[src/rtl/lsu_mem_master.sv]
// M-stage load/store initiator: valid/ready requests to a variable-latency data memory.
// Optional request/response timeout abort when LSU_TIMEOUT_EN is defined.
module lsu_mem_master #(
  parameter int unsigned TIMEOUT_CYC = 256
) (
  input  logic        clk,
  input  logic        rst_n,
  input  logic        mem_readM,
  input  logic        mem_writeM,
  input  logic [2:0]  funct3M,
  input  logic [31:0] alu_resultM,
  input  logic [31:0] write_dataM,
  output logic        stallM,
  output logic [31:0] load_dataM,
  output logic        load_validM,
  output logic        lsu_err,
  output logic        req_valid,
  input  logic        req_ready,
  output logic        req_we,
  output logic [31:0] req_addr,
  output logic [31:0] req_wdata,
  output logic [3:0]  req_be,
  input  logic        rsp_valid,
  input  logic [31:0] rsp_rdata
);

  typedef enum logic [1:0] {IDLE, REQ, WAIT, DONE} state_t;

  state_t      state_q, state_d;
  logic [31:0] addr_q, wdata_q, load_data_q;
  logic [2:0]  f3_q;
  logic        we_q;
  logic        access, illegal, capture, rsp_take;
  logic        timeout, aborted;
  logic [3:0]  lane_be;
  logic [31:0] lane_wdata, ext_data;
  logic [7:0]  byte_sel;
  logic [15:0] half_sel;

  assign access = mem_readM | mem_writeM;

  always_comb begin
    illegal = 1'b0;
    case (funct3M)
      3'b000, 3'b100: illegal = 1'b0;
      3'b001, 3'b101: illegal = alu_resultM[0];
      3'b010:         illegal = |alu_resultM[1:0];
      default:        illegal = 1'b1;
    endcase
    if (mem_writeM && funct3M[2]) illegal = 1'b1;
    if (mem_readM && mem_writeM)  illegal = 1'b1;
  end

  always_comb begin
    lane_be    = 4'b1111;
    lane_wdata = wdata_q;
    case (f3_q[1:0])
      2'b00: begin
        lane_be    = 4'b0001 << addr_q[1:0];
        lane_wdata = {4{wdata_q[7:0]}};
      end
      2'b01: begin
        lane_be    = 4'b0011 << addr_q[1:0];
        lane_wdata = {2{wdata_q[15:0]}};
      end
      default: begin
        lane_be    = 4'b1111;
        lane_wdata = wdata_q;
      end
    endcase
  end

  always_comb begin
    byte_sel = rsp_rdata[{addr_q[1:0], 3'b000} +: 8];
    half_sel = addr_q[1] ? rsp_rdata[31:16] : rsp_rdata[15:0];
    case (f3_q)
      3'b000:  ext_data = {{24{byte_sel[7]}}, byte_sel};
      3'b100:  ext_data = {24'h0, byte_sel};
      3'b001:  ext_data = {{16{half_sel[15]}}, half_sel};
      3'b101:  ext_data = {16'h0, half_sel};
      default: ext_data = rsp_rdata;
    endcase
  end

`ifdef LSU_TIMEOUT_EN
  logic [31:0] to_cnt_q;
  logic        aborted_q;

  assign timeout = ((state_q == REQ) || (state_q == WAIT)) && (to_cnt_q == TIMEOUT_CYC - 32'd1);
  assign aborted = aborted_q;

  always_ff @(posedge clk) begin
    if (!rst_n) begin
      to_cnt_q  <= '0;
      aborted_q <= 1'b0;
    end else begin
      if (capture)
        to_cnt_q <= '0;
      else if ((state_q == REQ) || (state_q == WAIT))
        to_cnt_q <= to_cnt_q + 32'd1;
      if (capture)
        aborted_q <= 1'b0;
      else if (timeout)
        aborted_q <= 1'b1;
    end
  end
`else
  assign timeout = 1'b0;
  assign aborted = 1'b0;
`endif

  always_comb begin
    state_d     = state_q;
    stallM      = 1'b0;
    req_valid   = 1'b0;
    lsu_err     = 1'b0;
    load_validM = 1'b0;
    capture     = 1'b0;
    rsp_take    = 1'b0;
    case (state_q)
      IDLE: begin
        if (access) begin
          if (illegal) begin
            lsu_err = 1'b1;
          end else begin
            stallM  = 1'b1;
            capture = 1'b1;
            state_d = REQ;
          end
        end
      end
      REQ: begin
        stallM = 1'b1;
        if (timeout) begin
          lsu_err = 1'b1;
          state_d = DONE;
        end else begin
          req_valid = 1'b1;
          if (req_ready) state_d = we_q ? DONE : WAIT;
        end
      end
      WAIT: begin
        stallM = 1'b1;
        if (timeout) begin
          lsu_err = 1'b1;
          state_d = DONE;
        end else if (rsp_valid) begin
          rsp_take = 1'b1;
          state_d  = DONE;
        end
      end
      DONE: begin
        load_validM = ~we_q & ~aborted;
        state_d     = IDLE;
      end
      default: state_d = IDLE;
    endcase
  end

  always_ff @(posedge clk) begin
    if (!rst_n) begin
      state_q     <= IDLE;
      addr_q      <= '0;
      wdata_q     <= '0;
      f3_q        <= '0;
      we_q        <= 1'b0;
      load_data_q <= '0;
    end else begin
      state_q <= state_d;
      if (capture) begin
        addr_q  <= alu_resultM;
        wdata_q <= write_dataM;
        f3_q    <= funct3M;
        we_q    <= mem_writeM;
      end
      if (rsp_take)
        load_data_q <= ext_data;
      else if (timeout)
        load_data_q <= '0;
    end
  end

  // Request fields are forced to zero outside REQ so idle/reset outputs read as 0.
  assign req_we     = (state_q == REQ) & we_q;
  assign req_addr   = (state_q == REQ) ? {addr_q[31:2], 2'b00} : '0;
  assign req_wdata  = (state_q == REQ) ? lane_wdata : '0;
  assign req_be     = (state_q == REQ) ? lane_be : '0;
  assign load_dataM = load_data_q;

endmodule

[config.mk]
export PLATFORM = sky130hd
export DESIGN_NAME = lsu_mem_master
export DESIGN_NICKNAME = d
export VERILOG_FILES = /design/src/rtl/lsu_mem_master.sv
export SDC_FILE = /design/constraint.sdc
export NUM_CORES = 1
export LEC_CHECK = 0
export ABC_AREA = 0
export CAP_MARGIN = 10
export CORE_MARGIN = 1
export CORE_UTILIZATION = 45
export CTS_BUF_LIST = sky130_fd_sc_hd__clkbuf_4 sky130_fd_sc_hd__clkbuf_8
export CTS_CLUSTER_DIAMETER = 40
export CTS_CLUSTER_SIZE = 12
export DETAILED_ROUTE_END_ITERATION = 6
export PLACE_DENSITY = 0.88
export SKIP_CTS_REPAIR_TIMING = 1
export SLEW_MARGIN = 40
export SYNTH_ARGS = -nofsm -noshare
export SYNTH_HDL_FRONTEND = slang
export SYNTH_SLANG_ARGS = --single-unit
[constraint.sdc]
create_clock -name clk -period 2.8 [get_ports clk]
set_input_delay 0.84 -clock clk [delete_from_list [all_inputs] [get_ports clk]]
set_output_delay 0.84 -clock clk [all_outputs]
set_load 0.03 [all_outputs]
==> results.txt, run 1 <==
Pre-CTS setup slack -> -0.2500 ns
Synthesized cell area -> 0.005218 mm2
Power density over cell area -> 604.4 mW/mm2
Count of nets after finishing -> 888
CTS buffer count -> 9
Combinational family with the most area after synthesis -> simple AND/OR/NAND/NOR gates
Largest fanout on the critical path -> 2
Multi-input gate area -> 0.002935 mm2
Aggregate routed wire length -> 15.62 mm
First DRT Iteration DRCs -> 231
Number of buffer cells added on primary ports -> 207
Synth-to-Final Area Change -> 44.46%
Sort of element at the start of the critical path -> input port
CTS tree -> yes
Top-level I/O count -> 210
Upper clock frequency limit -> 367.0 MHz
Proportion of register bits with asynchronous set or reset after synthesis -> 0%
Via count -> 5028
Maximum buffer depth of the clock tree -> 2
Floorplan core area -> 0.01108 mm2
Area share of the largest cell type after synthesis -> 39.14%
Final setup fails -> 0
Max-slew violations -> 0
Cell Rows -> 38
Synthesized-area fraction occupied by adder cells -> 1.439%
Nature of the critical path endpoint -> primary output
Post-route antenna net violation count -> 0
Time the final worst path needs with I/O delays and setup -> 2.725 ns
IR Drop Worst-Case VDD -> 0.3430 mV
Clock-pin slew of the registers on the worst-case setup and hold paths -> 0.11 ns
Detailed placement HPWL -> 11.55 mm
Number of fillers in the final layout -> 866
Post-synthesis area per instance -> 8.919 um2
Depth of the worst hold-timing path -> 2
Drt first pass iters -> 5
Post-route cell area -> 0.007537 mm2
CTS root buffer -> sky130_fd_sc_hd__clkbuf_8
Number of flops mapped to enable cells by yosys -> 0
Max cap viols -> 0
Die span in y -> 109.7 um
Setup repair after global routing missed its margin -> false
DRC violations left -> 0
Number of global-route vias before repair -> 5010
Slew at the pin with the worst max-slew slack -> 0.6614 ns
Data required time of the worst path -> 1.96 ns
Compound-Gate Fraction of Synth Area -> 17.67%
Die outline width -> 109.7 um
Fraction of the yosys area taken by sequential cells -> 39.14%
Hold Violations, Final -> 0
Number of library cell types mapped by synthesis -> 41
Largest cells by area after synthesis -> sky130_fd_sc_hd__dfxtp_1 39%, sky130_fd_sc_hd__mux2i_1 17%, sky130_fd_sc_hd__nor2b_1 8.5%
Global-route wire length before repair -> 24.34 mm
Worst R2R Path Depth -> 8
Skew-Pair Late Insertion Delay -> 0.36 ns
Cell area reported after detailed placement -> 0.007259 mm2
Effective utilization at floorplan -> 47.10%
Worst-case headroom to the max-slew limit -> 55.91%
Fraction of layout cells with a size suffix above 1 -> 15.60%
Number of antenna violations at the first check in global routing -> 1
Gate count of the mapped netlist -> 585
Weighted congestion at the end of routability-driven global placement -> 0.9329
Area of the die -> 0.01203 mm2
Total Routing Usage GR -> 26.18%
Detail Route met2 WL -> 7.578 mm
Largest net degree at the start of global routing -> 66
Final clock period utilization by the worst path -> 97.31%
Drt wl/cell -> 16.92 um
Clk sinks -> 102
Highest signal layer in the routed design -> met4
Type of the setup path with the least slack -> input port to primary output
Run status -> finished, final reports clean
Max Clock Skew -> 0.01804 ns
Final Power -> 4.556 mW
Simple-Gate Fraction of Synth Area -> 19.57%
Mux share of post-synthesis cell area -> 16.69%
Dominant cell type by area after synthesis -> sky130_fd_sc_hd__dfxtp_1
Total number of yosys warnings -> 0
PnR worst setup slack -> 0.07523 ns
Worst Path Arrival -> 1.88 ns
Flip-flop and latch area -> 0.002046 mm2
Aggregate global routing overflow -> 0
Number of H-tree branching levels -> 3
#FFs+latches synth -> 102
Synth Flop Type -> sky130_fd_sc_hd__dfxtp_1
Total met3 wirelength after detailed routing -> 1.179 mm
Worst min-delay path category -> register to register
Standby leakage power -> 3.333 nW
Xor-xnor portion of the synthesized cell area -> 0%
Average vias per placed instance -> 5.447
Wire length the detailed router placed on met1 -> 6.421 mm
==> synth_stat cells, types with 2 or more instances <==
| cell type | number |
|---|---|
| sky130_fd_sc_hd__nand2_1 | 26 |
| sky130_fd_sc_hd__o21ai_0 | 27 |
| sky130_fd_sc_hd__buf_6 | 4 |
| sky130_fd_sc_hd__nor2_1 | 40 |
| sky130_fd_sc_hd__dfxtp_1 | 102 |
| sky130_fd_sc_hd__inv_1 | 5 |
| sky130_fd_sc_hd__buf_2 | 15 |
| sky130_fd_sc_hd__nor3_1 | 8 |
| sky130_fd_sc_hd__a31o_1 | 7 |
| sky130_fd_sc_hd__nor2b_1 | 71 |
| sky130_fd_sc_hd__o221a_1 | 9 |
| sky130_fd_sc_hd__and2_1 | 40 |
| sky130_fd_sc_hd__clkbuf_1 | 27 |
| sky130_fd_sc_hd__inv_2 | 2 |
| sky130_fd_sc_hd__buf_4 | 3 |
| sky130_fd_sc_hd__a211oi_1 | 8 |
| sky130_fd_sc_hd__a21oi_1 | 53 |
| sky130_fd_sc_hd__mux2i_1 | 87 |
| sky130_fd_sc_hd__o21ai_1 | 3 |
| sky130_fd_sc_hd__ha_1 | 6 |
| sky130_fd_sc_hd__a22o_1 | 15 |
| sky130_fd_sc_hd__or3_1 | 2 |
| sky130_fd_sc_hd__o31ai_1 | 7 |
==> per-stage QoR <==
| step | hold slack (ns) | setup TNS [ns] | utilization [%] | instances |
|---|---|---|---|---|
| finish | 0.5085 | 0 | 68.04 | 923 |
| detailed placement | 0.4927 | -0.2670 | 65.53 | 904 |
| global placement | 0.4890 | -0.1776 | 65.53 | 904 |
| CTS | 0.5083 | -1.658 | 67.38 | 920 |
| global route | 0.5486 | 0 | 68.04 | 923 |
| floorplan | 0.4770 | 0 | - | 586 |
==> cells by family after synthesis <==
kind of cell             after synthesis
adder cells (fa/ha/maj)                6
buffers and inverters                 58
other                                  1
AO/OA/AOI/OAI                        140
multiplexers                          87
AND/OR/NAND/NOR                      191
flip-flops                           102
==> report_power, final <==
group	switching, mW	leakage (nW)	internal [mW]	total (mW)
combinational	1.05	2.41	0.789	1.84
clock	0.547	0.0993	0.427	0.974
sequential	0.124	0.829	1.62	1.74
total	1.72	3.33	2.83	4.56
==> worst max-delay path, stage by stage <==
cell and delay, ns:
sky130_fd_sc_hd__clkdlybuf4s50_1 0.50, sky130_fd_sc_hd__o21ai_2 0.07, sky130_fd_sc_hd__buf_4 0.14, sky130_fd_sc_hd__a31oi_2 0.14, sky130_fd_sc_hd__buf_4 0.19
==> area by class of cell <==
class / count / share of cell area [%]
Sequential cell: 102 / 27.14
Clock buffer: 9 / 1.643
Tap cell: 140 / 2.324
Antenna cell: 1 / 0.03320
Timing Repair Buffer: 231 / 28.45
Clock inverter: 7 / 1.079
Inverter: 7 / 0.3818
Multi-Input combinational cell: 426 / 38.94
==> placed cells by master, fill, tap and decap left out, types with 4 or more instances in the layout <==
master and n:
sky130_fd_sc_hd__o221a_1 9, sky130_fd_sc_hd__o31ai_1 7, sky130_fd_sc_hd__ha_1 5, sky130_fd_sc_hd__nor2_1 39, sky130_fd_sc_hd__nor3_1 8, sky130_fd_sc_hd__buf_4 88
sky130_fd_sc_hd__nand2_1 26, sky130_fd_sc_hd__dfxtp_1 101, sky130_fd_sc_hd__clkdlybuf4s50_1 130, sky130_fd_sc_hd__inv_1 5, sky130_fd_sc_hd__buf_12 4, sky130_fd_sc_hd__dlymetal6s2s_1 6
sky130_fd_sc_hd__a21oi_1 52, sky130_fd_sc_hd__and2_1 40, sky130_fd_sc_hd__a22o_1 15, sky130_fd_sc_hd__mux2i_1 87, sky130_fd_sc_hd__a31o_1 7, sky130_fd_sc_hd__nor2b_1 71
sky130_fd_sc_hd__clkbuf_8 9, sky130_fd_sc_hd__o21ai_0 27, sky130_fd_sc_hd__a211oi_1 8
==> metal layers <==
layer / global-route usage, % / up-vias
li1: - / 2414
met1: 30.81 / 2365
met2: 46.00 / 217
met3: 4.979 / 32
met4: 11.81 / 0
met5: 0 / -
==> registers in the layout (all words and copies together) (netlist names) <==
register    count
load_dataM     32
wdata_q        32
addr_q         32
we_q            1
f3_q            3
state_q         2
==> worst paths after layout <==
check / startpoint / to / slack (ns)
worst max-delay path: alu_resultM[0] / lsu_err / 0.08
worst min-delay path: load_dataM[4] / load_dataM[4] / 0.51
worst max register to register: state_q[0] / wdata_q[14] / 0.61
worst min register to register: load_dataM[4] / load_dataM[4] / 0.51
(Power assumes the default switching activity.)
==> inputs of run 2 (changes only) <==
--- a/config.mk
+++ b/config.mk
@@ -8,7 +8,7 @@
 export ABC_AREA = 0
 export CAP_MARGIN = 10
 export CORE_MARGIN = 1
-export CORE_UTILIZATION = 45
+export CORE_UTILIZATION = 48
 export CTS_BUF_LIST = sky130_fd_sc_hd__clkbuf_4 sky130_fd_sc_hd__clkbuf_8
 export CTS_CLUSTER_DIAMETER = 40
 export CTS_CLUSTER_SIZE = 12
==> constraint.sdc (replaced) <==
create_clock -name clk -period 3.54 [get_ports clk]
set_input_delay 1.062 -clock clk [delete_from_list [all_inputs] [get_ports clk]]
set_output_delay 1.062 -clock clk [all_outputs]
set_load 0.03 [all_outputs]
==> run 2 against run 1 <==
Effect of this change: setup slack worse by 0.051 ns; largest power group unchanged; clock skew down 0.0036 ns; die area down 6.1%; register-to-register slack better by 0.55 ns; sequential power down 21%; flip-flop and latch count unchanged; critical path depth unchanged; worst hold slack worse by 0.0057 ns; sequential share of layout area up 0.23 points.
==> results.txt, run 2 (same netlist as run 1, synthesis figures left out) <==
Run status -> finished, final reports clean
DRC violations left -> 0 (unchanged)
Family of cells with the greatest summed delay on the critical path -> buffers and inverters
Flip-flop and latch area -> 0.002043 mm2 (-0.12%)
Maximum single-stage delay on the critical path -> 0.44 ns (-0.06 ns)
Power density over cell area -> 479.5 mW/mm2 (-21%)
Most common cell after layout, fill and taps aside -> sky130_fd_sc_hd__clkdlybuf4s50_1
Maximum buffer depth of the clock tree -> 2 (unchanged)
Weighted congestion at the end of routability-driven global placement -> 0.9092 (-2.5%)
Global-route wire length before repair -> 24.50 mm (+0.65%)
Data required time of the worst path -> 2.48 ns (+0.52 ns)
Type of the setup path with the least slack -> input port to primary output
First DRT Iteration DRCs -> 296 (+28%)
Standby leakage power -> 3.122 nW (-6.3%)
Die span in y -> 106.3 um (-3.1%)
Max cap viols -> 0 (unchanged)
Via count -> 5010 (-0.36%)
Aggregate global routing overflow -> 0 (unchanged)
Detailed placement HPWL -> 11.21 mm (-3.0%)
Aggregate routed wire length -> 15.69 mm (+0.43%)
Final setup TNS -> 0 ns (unchanged)
Number of H-tree branching levels -> 3 (unchanged)
Die outline width -> 106.3 um (-3.1%)
Average vias per placed instance -> 5.542 (+1.7%)
Upper clock frequency limit -> 284.5 MHz
Synth-to-Final Area Change -> 43.05%
Worst Hold Launch -> load_dataM[0]
Setup repair after global routing missed its margin -> false
Reg-to-reg critical path endpoint -> load_dataM[5]
Largest net degree at the start of global routing -> 69 (+4.5%)
Effective utilization at floorplan -> 50.09% (+3.0 points)
Drt first pass iters -> 5 (unchanged)
Drt wl/cell -> 17.35 um (+2.5%)
Nature of the critical path endpoint -> primary output
Crit path cell chain -> clkdlybuf4s50_1 -> o31ai_2 -> nand4b_1 -> a21oi_1 -> buf_4
Final setup fails -> 0 (unchanged)
Number of antenna violations at the first check in global routing -> 0 (-1)
Worst min-delay path category -> register to register
CTS tree -> yes
Hold Path End -> load_dataM[0]
R2R Setup Slk -> 1.16 ns (+0.55 ns)
Hold Violations, Final -> 0 (unchanged)
Worst R2R Path Depth -> 5 (-3)
Max Clock Skew -> 0.01448 ns (-0.003566 ns)
Buffers & Inverters on Critical Path -> 2 (-1)
Multi-input gate area -> 0.002899 mm2 (-1.2%)
Highest-delay cell along the critical path -> sky130_fd_sc_hd__clkdlybuf4s50_1
Final clock period utilization by the worst path -> 99.31%
Clk sinks -> 102 (unchanged)
Most frequent cells in the layout -> 177 x sky130_fd_sc_hd__clkdlybuf4s50_1, 101 x sky130_fd_sc_hd__dfxtp_1, 87 x sky130_fd_sc_hd__mux2i_1, 71 x sky130_fd_sc_hd__nor2b_1, 53 x sky130_fd_sc_hd__a21oi_1
Max-slew violations -> 0 (unchanged)
CTS buffer count -> 9 (unchanged)
Final Power -> 3.578 mW (-21%)
Hold WS -> 0.5029 ns (-0.005692 ns)
Startpoint of the worst register-to-register path -> f3_q[0]
Depth of the worst hold-timing path -> 2 (unchanged)
Slew at the pin with the worst max-slew slack -> 0.8036 ns (+0.1423 ns)
Number of buffer cells added on primary ports -> 207 (unchanged)
Worst Path Arrival -> 2.45 ns (+0.57 ns)
IR Drop Worst-Case VDD -> 0.4053 mV (+18%)
Post-route antenna net violation count -> 0 (unchanged)
Non-Filler Instances -> 904 (-2.1%)
Cell Rows -> 37 (-2.6%)
Fraction of layout cells with a size suffix above 1 -> 8.073% (-7.5 points)
Post-placement cell count -> 889 (-1.7%)
Count of nets after finishing -> 875 (-1.5%)
Largest fanout on the critical path -> 2 (unchanged)
Sort of element at the start of the critical path -> input port
Area of the die -> 0.01129 mm2 (-6.1%)
Total Routing Usage GR -> 27.55% (+1.4 points)
Number of fillers in the final layout -> 780 (-9.9%)
Total inserted antenna cells -> 0 (-1)
Time the final worst path needs with I/O delays and setup -> 3.515 ns
Top-level I/O count -> 210 (unchanged)
Number of global-route vias before repair -> 4884 (-2.5%)
CTS root buffer -> sky130_fd_sc_hd__clkbuf_8
Worst-case headroom to the max-slew limit -> 46.42% (-9.5 points)
Floorplan core area -> 0.01042 mm2 (-6.0%)
Clock-pin slew of the registers on the worst-case setup and hold paths -> 0.09 ns (-0.02 ns)
Skew-Pair Late Insertion Delay -> 0.36 ns (about the same)
run 2: worst max path at each step:
stage | startpoint | end | slack (ns) | cells after the start
6_report | alu_resultM[1] | stallM | 0.02 | 5
5_1_grt | alu_resultM[1] | stallM | 0.004 | 5
4_1_cts | alu_resultM[1] | stallM | 0.03 | 5
2_1_floorplan | alu_resultM[1] | stallM | 0.08 | 6
3_3_place_gp | alu_resultM[1] | stallM | 0.12 | 5
3_5_place_dp | alu_resultM[1] | stallM | 0.03 | 5
run 2: through the flow:
stage	area (um2)	util [%]	setup slack, ns
3_5_place_dp	7254	69.65	0.03210
4_1_cts	7461	71.63	0.03107
6_report	7463	71.65	0.02450
3_3_place_gp	7251	69.61	0.1165
5_1_grt	7463	71.65	0.004332
2_1_floorplan	5221	-	0.07882
run 2: layout make-up:
type	instances	area share [%]
clock buffers	11	2.028
clock inverters	4	0.7376
inverters	7	0.3521
multi-input cells	426	38.84
flip-flops and latches	102	27.38
well taps	136	2.280
repair buffers	218	28.38
run 2: where the power goes:
part           switching [mW]  internal [mW]  leakage [nW]
registers              0.0941           1.28         0.828
logic                   0.829          0.609          2.19
clock network           0.400          0.366         0.102
total                    1.32           2.25          3.12
run 2: worst reg2reg max path, cell delays in order, from the launching register on:
cell and delay [ns]:
sky130_fd_sc_hd__dfxtp_1 0.56, sky130_fd_sc_hd__buf_4 0.37, sky130_fd_sc_hd__nand2b_1 0.55, sky130_fd_sc_hd__a21oi_1 0.34
sky130_fd_sc_hd__o31ai_1 0.33, sky130_fd_sc_hd__a211oi_1 0.09
run 2: metal layers:
metal  part of all wire (%)  GRT usage (%)
met5                      0              0
met2                     48          47.50
met1                     41          33.30
met4                    2.7          11.11
met3                    7.8          5.702
